**config.mk**
```make
export PLATFORM = sky130hd
export DESIGN_NAME = alu_op_sequencer
export DESIGN_NICKNAME = d
export VERILOG_FILES = /design/src/rtl/alu_pkg.sv /design/src/rtl/alu_op_sequencer.sv
export SDC_FILE = /design/constraint.sdc
export NUM_CORES = 1
export LEC_CHECK = 0
export ABC_AREA = 1
export CORE_MARGIN = 2
export CORE_UTILIZATION = 37
export DETAILED_ROUTE_END_ITERATION = 12
export PLACE_DENSITY = 0.74
export SLEW_MARGIN = 20
export SYNTH_ARGS = -nofsm -noshare
export SYNTH_HDL_FRONTEND = slang
export SYNTH_SLANG_ARGS = --single-unit
```
**constraint.sdc**
```tcl
create_clock -name clk -period 1.39 [get_ports clk]
set_clock_uncertainty 0.15 [all_clocks]
set_input_delay 0.278 -clock clk [delete_from_list [all_inputs] [get_ports clk]]
set_output_delay 0.278 -clock clk [all_outputs]
set_load 0.02 [all_outputs]
```
**src/rtl/alu_pkg.sv**
```systemverilog
// ----------------------------------------------------------------------------
// alu_pkg
// Shared definitions for the ALU and its operand sequencer:
//   DATA_W       default operand/result width
//   FN_*         ALU CtrlFunc encodings
//   FLG_*        ALU Flags encodings
//   seq_state_e  operand sequencer FSM states
// ----------------------------------------------------------------------------
package alu_pkg;

   localparam int DATA_W = 32;

   localparam logic [2:0] FN_AND   = 3'b000;
   localparam logic [2:0] FN_OR    = 3'b001;
   localparam logic [2:0] FN_XOR   = 3'b010;
   localparam logic [2:0] FN_ADD   = 3'b011;
   localparam logic [2:0] FN_SUB   = 3'b100;
   localparam logic [2:0] FN_CMP   = 3'b101;
   localparam logic [2:0] FN_MUL   = 3'b110;
   localparam logic [2:0] FN_SHL16 = 3'b111;

   localparam logic [1:0] FLG_POS  = 2'b00;
   localparam logic [1:0] FLG_ZERO = 2'b01;
   localparam logic [1:0] FLG_NEG  = 2'b10;

   typedef enum logic [1:0] {
      ST_IDLE = 2'd0,
      ST_EXEC = 2'd1,
      ST_WB   = 2'd2
   } seq_state_e;

endpackage

```
**src/rtl/alu_op_sequencer.sv**
```systemverilog
// ----------------------------------------------------------------------------
// alu_op_sequencer
// Initiator side of the ALU operand/function interface. Accepts one decoded op,
// drives registered operands/function to the external combinational ALU, holds
// them for the op's latency, then either offers a register writeback or (for
// CMP) updates the architectural flags.
//
// Ports
//   clk, rst_n             clock, asynchronous active-low reset
//   in_valid/in_ready      op handshake from decode (ready only in IDLE)
//   in_func/in_a/in_b/in_rd  op function, operands, destination register
//   alu_a/alu_b/alu_func   registered drive to the ALU
//   alu_result/alu_flags   combinational ALU response
//   wb_valid/wb_ready      writeback handshake to the register file
//   wb_rd/wb_data          writeback index and value
//   flags                  architectural flags, written by CMP only
//   busy                   high whenever not IDLE
// ----------------------------------------------------------------------------
module alu_op_sequencer #(
   parameter int DATA_W  = alu_pkg::DATA_W,
   parameter int RD_W    = 4,
   parameter int MUL_LAT = 2
) (
   input  logic              clk,
   input  logic              rst_n,
   input  logic              in_valid,
   output logic              in_ready,
   input  logic [2:0]        in_func,
   input  logic [DATA_W-1:0] in_a,
   input  logic [DATA_W-1:0] in_b,
   input  logic [RD_W-1:0]   in_rd,
   output logic [DATA_W-1:0] alu_a,
   output logic [DATA_W-1:0] alu_b,
   output logic [2:0]        alu_func,
   input  logic [DATA_W-1:0] alu_result,
   input  logic [1:0]        alu_flags,
   output logic              wb_valid,
   input  logic              wb_ready,
   output logic [RD_W-1:0]   wb_rd,
   output logic [DATA_W-1:0] wb_data,
   output logic [1:0]        flags,
   output logic              busy
);

   import alu_pkg::*;

   // 4 bits covers the whole legal MUL_LAT range (1..15).
   localparam int              CNT_W   = 4;
   localparam logic [CNT_W-1:0] MUL_CNT = CNT_W'(MUL_LAT - 1);

   seq_state_e        state_q, state_d;
   logic [CNT_W-1:0]  cnt_q;
   logic [RD_W-1:0]   rd_q;
   logic [DATA_W-1:0] alu_a_q, alu_b_q, wb_data_q;
   logic [2:0]        alu_func_q;
   logic [RD_W-1:0]   wb_rd_q;
   logic              wb_valid_q;
   logic [1:0]        flags_q;

   logic accept;
   logic exec_done;
   logic wants_wb;

   assign accept    = (state_q == ST_IDLE) && in_valid;
   assign exec_done = (state_q == ST_EXEC) && (cnt_q == '0);
   // CMP and writes to register 0 complete without a writeback.
   assign wants_wb  = (alu_func_q != FN_CMP) && (rd_q != '0);

   // State register
   always_ff @(posedge clk or negedge rst_n) begin
      if (!rst_n) state_q <= ST_IDLE;
      else        state_q <= state_d;
   end

   // Next-state logic
   always_comb begin
      state_d = state_q;
      unique case (state_q)
         ST_IDLE: if (in_valid)       state_d = ST_EXEC;
         ST_EXEC: if (cnt_q == '0)    state_d = wants_wb ? ST_WB : ST_IDLE;
         ST_WB:   if (wb_ready)       state_d = ST_IDLE;
         default:                     state_d = ST_IDLE;
      endcase
   end

   // FSM outputs
   always_comb begin
      in_ready = (state_q == ST_IDLE);
      busy     = (state_q != ST_IDLE);
   end

   // Operand/function registers: loaded on accept only, so they keep the
   // last op after completion and never toggle while idle.
   always_ff @(posedge clk or negedge rst_n) begin
      if (!rst_n) begin
         alu_a_q    <= '0;
         alu_b_q    <= '0;
         alu_func_q <= '0;
         rd_q       <= '0;
         cnt_q      <= '0;
      end else if (accept) begin
         alu_a_q    <= in_a;
         alu_b_q    <= in_b;
         alu_func_q <= in_func;
         rd_q       <= in_rd;
         cnt_q      <= (in_func == FN_MUL) ? MUL_CNT : '0;
      end else if ((state_q == ST_EXEC) && (cnt_q != '0)) begin
         cnt_q      <= cnt_q - 1'b1;
      end
   end

   // Result capture, writeback handshake and architectural flags
   always_ff @(posedge clk or negedge rst_n) begin
      if (!rst_n) begin
         wb_valid_q <= 1'b0;
         wb_rd_q    <= '0;
         wb_data_q  <= '0;
         flags_q    <= FLG_POS;
      end else if (exec_done) begin
         if (alu_func_q == FN_CMP) begin
            flags_q <= alu_flags;
         end else if (rd_q != '0) begin
            wb_valid_q <= 1'b1;
            wb_rd_q    <= rd_q;
            wb_data_q  <= alu_result;
         end
      end else if ((state_q == ST_WB) && wb_ready) begin
         wb_valid_q <= 1'b0;
      end
   end

   assign alu_a    = alu_a_q;
   assign alu_b    = alu_b_q;
   assign alu_func = alu_func_q;
   assign wb_valid = wb_valid_q;
   assign wb_rd    = wb_rd_q;
   assign wb_data  = wb_data_q;
   assign flags    = flags_q;

endmodule

```
# --- Word-level counts from Yosys, hierarchy flattened ---
# Cells that the tools add are included.
word_totals:
  register_bits: 116
  elab_cells: 50
classes:
  add_sub_neg: 1
  n_eq_ne: 10
  n_mux: 12
  bitwise_logic: 1
  n_reduce_logical: 16
op_table:
  columns: ["operator", "n"]
  rows:
  - ["AND reduction 3 bit", 3]
  - ["2-to-1 mux 2 bit", 4]
  - ["2-to-1 mux 4 bit", 2]
  - ["!= test 2 bit (second input constant)", 4]
  - ["nonzero test 4 bit", 2]
  - ["equality test 3 bit (second input constant)", 2]
  - ["case mux 2 bit (3 select lines)", 1]
  - ["nonzero test 2 bit", 3]
  - ["logical AND 1 bit", 5]
  - ["2-to-1 mux 1 bit", 5]
  - ["logical NOT 4 bit", 1]
  - ["subtractor 4 x 1 -> 4 bit (second input constant)", 1]
  - ["!= test 3 bit (second input constant)", 1]
  - ["equality test 2 x 1 -> 1 bit (second input constant)", 1]
  - ["equality test 2 bit (second input constant)", 1]
  - ["logical NOT 2 bit", 1]
  - ["!= test 2 x 1 -> 1 bit (second input constant)", 1]
  - ["AND reduction 2 bit", 1]
  - ["NOT 1 bit", 1]

# --- Longest topological paths before layout ---
logic_depth:
  depth_word: 5
  ltp_mapped: 8

# --- Least setup slack after synthesis ---
# Ideal clock, no wire load.
synth_path:
  path_kind: "register to register"
  start: "register state_q[1]"
  end: "register alu_a_q[14] (netlist: alu_a[14])"
  t_arrival_ns: 1.334
  required_time_ns: 1.124
  path_slack_ns: -0.210
  path_stages_with_launch: 7
  path_buffers: 2
  synth_period_minus_slack_ns: 1.600
  cell_sequence: "dfrtp_1 -> nor2_1 -> nand2_1 -> buf_2 -> buf_2 -> nand2_1 -> nand2_1"
synth_via:
  elab_chain_cells: 2
synth_lines:
  columns: ["item", "line_no", "rtl"]
  rows:
  - ["from (decl)", "alu_op_sequencer.sv:51", "seq_state_e state_q, state_d;"]
  - ["from (signal assigned)", "alu_op_sequencer.sv:72", "else state_q <= state_d;"]
  - ["logical NOT 2 bit", null, null]
  - ["named net in_ready", "alu_op_sequencer.sv:27", "output logic in_ready,"]
  - ["logical AND 1 bit", "alu_op_sequencer.sv:64", "assign accept = (state_q == ST_IDLE) && in_valid;"]
  - ["to (signal assigned)", "alu_op_sequencer.sv:102", "alu_a_q <= in_a;"]
  - ["to (decl)", "alu_op_sequencer.sv:54", "logic [DATA_W-1:0] alu_a_q, alu_b_q, wb_data_q;"]
# The timed path passes the listed nets, and every way through them passes these cells.
# A chain may end at the register's enable or synchronous reset.

# --- Final worst setup path ---
layout_path:
  start: "register state_q[1]"
  end: "output port in_ready"
layout_via:
  elab_chain_cells: 1
layout_lines:
  columns: ["item", "line_no", "rtl"]
  rows:
  - ["logical NOT 2 bit", "alu_op_sequencer.sv:88", "in_ready = (state_q == ST_IDLE);"]
  - ["to (decl)", "alu_op_sequencer.sv:27", null]
# No other way between the ends.

==> impl_metrics.json <==
{
  "drive_gt1_frac": 0.312,
  "syn_avg_cell_area_sq_um": 8.83,
  "critPathKind": "flop to primary output",
  "p_leak_nw": 4.38,
  "wl_mm": 14.6,
  "die_w_um": 115,
  "insertion_delay_ns": 0.40,
  "synth_top_area_cell": "dfrtp_1",
  "syn_to_final_growth_pct": 82.3,
  "critPathRequiredTime_ns": 0.96,
  "grt_pass1_wl_mm": 20.7,
  "netSwitchingPower_w": 0.00842,
  "cellPowerDensity_nw_per_um2": 2590,
  "dominantRegCellSynth": "dfrtp_1",
  "synthTopCellsByCount": "nand2_1 (338), dfrtp_1 (116), buf_2 (13), inv_1 (11), nor2_1 (7)",
  "cts_tree": "done",
  "die_h_um": 115,
  "pwr-share-comb": 0.524,
  "vias_per_cell": 4.48,
  "fin_ws_ns": -0.214,
  "fmax_ghz": 0.624,
  "synth_area_leaders": "dfrtp_1 (63%), nand2_1 (28%), buf_6 (1.5%)",
  "drc": 0,
  "initial_utilization": 0.379,
  "final.min_clock_period_ns": 1.60,
  "design.die.area_sq_um": 13300,
  "clk_pin_slew_ns": 0.05,
  "finalCritPeriodShare": 1.15,
  "async_flop_share": 1.00,
  "grt_max_degree": 48,
  "cap_violations": 0,
  "pin_count": 217,
  "numCtsBuffers": 17,
  "syn_area_sq_um": 4570,
  "syn_nets": 629,
  "firstDrtPassIters": 5,
  "grt_pass1_vias": 4186,
  "yosysSeqAreaShare": 0.635,
  "max-slew-margin-rel": 0.816,
  "place_congestion": 0.793,
  "swShare": 0.390,
  "grt.overflow.total": 0,
  "status": "complete, but fails checks",
  "hold_slack_ns": 0.160,
  "worstPathArrival_ns": 1.18,
  "yosysMostFrequentCell": "nand2_1",
  "rows": 40,
  "synth_cells": 518,
  "dp_cells": 909,
  "hold_viol_final": 0,
  "vdd_drop_max_mv": 1.15,
  "cp-end-kind": "primary output",
  "antenna_left": 0,
  "total_power_w": 0.0216,
  "antenna-diode-count": 0,
  "violations": "negative setup slack",
  "worst_slew_pin_slew_ns": 0.275,
  "setup-violations-final": 117,
  "yosys_warnings": 0,
  "p_int_w": 0.0132,
  "cts_buffer_depth": 2,
  "seq_power_share": 0.284,
  "dp_hpwl_mm": 9.08,
  "cts-htree-levels": 4,
  "track_usage": 0.199,
  "synth_top_area_frac": 0.635,
  "final_cells": 999,
  "core_area_sq_um": 12100,
  "dr.first_iter.drc_count": 190,
  "io_buffers": 216,
  "finalSetupTns_ns": -16.24,
  "critPathLaunchType": "flop",
  "ys_seq_elements": 116,
  "clock-root-buffer": "clkbuf_16",
  "post-route-util": 0.691,
  "cts_sinks": 116,
  "hold_path.class": "input pin to asynchronous set/reset pin",
  "worstPathMaxFanout": 3,
  "drv_slew": 0,
  "p_clk_frac": 0.192,
  "rsz0062_at_grt": "yes",
  "wire_per_inst_um": 14.6,
  "final_nets": 929,
  "antenna_found_initial": 0,
  "ys_types": 23,
  "synth_edf_count": 0,
  "via_count": 4472
}
## worst paths after layout
path / from / end / slack [ns] / depth (start not counted)
max in group asynchronous: rst_n / alu_a[13] / 0.39 / 3
max reg2reg: state_q[1] / alu_a[25] / -0.19 / 9
max: state_q[1] / in_ready / -0.21 / 2
min reg2reg: wb_data[15] / wb_data[15] / 0.32 / 2
min in group clk: in_a[2] / alu_a[2] / 0.26 / 3
min: rst_n / wb_data[8] / 0.16 / 2
## critical path: stages, from the launching register on
cell	delay [ns]
dfrtp_1	0.43
nor2_4	0.20
buf_6	0.14
## flip-flops by register name, summed over array words and instances (netlist names)
| signal | cells |
|---|---|
| flags | 2 |
| alu_b | 32 |
| state_q | 2 |
| wb_data | 32 |
| wb_rd | 4 |
| alu_func | 3 |
| rd_q | 4 |
| wb_valid | 1 |
| alu_a | 32 |
| cnt_q | 4 |
## cell type report
| type | instances | area, sq um |
|---|---|---|
| Inverter | 12 | 45.0 |
| Multi-Input combinational cell | 369 | 1620 |
| Timing Repair Buffer | 302 | 3000 |
| Fill cell | 936 | 3730 |
| Sequential cell | 116 | 2900 |
| Tap cell | 168 | 210 |
| Clock buffer | 21 | 450 |
| Clock inverter | 11 | 110 |
## cells in the final DEF (no fill, tap or decap), types with 7 or more instances in the layout
| master | Yosys | layout |
|---|---|---|
| nand2_1 | 338 | 322 |
| dfrtp_1 | 116 | 116 |
| clkdlybuf4s50_1 | 0 | 107 |
| buf_4 | 0 | 73 |
| buf_6 | 6 | 69 |
| buf_2 | 13 | 31 |
| clkbuf_16 | 0 | 22 |
| nand2_2 | 1 | 12 |
| buf_12 | 0 | 12 |
| clkinv_2 | 0 | 7 |
## what timing repair did
item	in CTS	in global routing
setup endpoints to repair	219	188
buffers inserted	7	40
pin swaps	3	4
gates resized for setup	473	143
hold endpoints to repair	116	0
hold buffers	1	0
cloned	1	9
## cell families after synthesis
logic type	after synthesis	synth area share
and+or+nand+nor	360	0.310
AOI/OAI and AO/OA	6	0.00739
adders and majority gates	2	0.00547
DFF	116	0.635
buffers and inverters	33	0.0405
xor gates and xnor gates	1	0.00192
## power by group through the flow
stage	Combinational (W)	Clock, W	Sequential [W]
floorplan	0.00303	0	0.00772
global placement	0.00935	0	0.00589
detailed placement	0.00955	0	0.00598
CTS	0.00878	0.00421	0.00594
global route	0.0122	0.00440	0.00630
finish	0.0113	0.00415	0.00614
## metrics by stage
step	cell area [sq um]	worst slack, ns
after floorplan	4610	-0.0610
after global placement	7150	-0.221
after detailed placement	7150	-0.259
after CTS	7390	-0.187
after global routing	8330	-0.263
final	8330	-0.214
## routing by layer
layer / vias up / global-route usage / wire (um)
li1: 2171 / - / -
met1: 2117 / 0.251 / 5990
met2: 169 / 0.336 / 7540
met3: 15 / 0.0474 / 941
met4: 0 / 0.0707 / 136
met5: - / 0 / 0
Note: power is estimated with default switching activity, not from simulation.
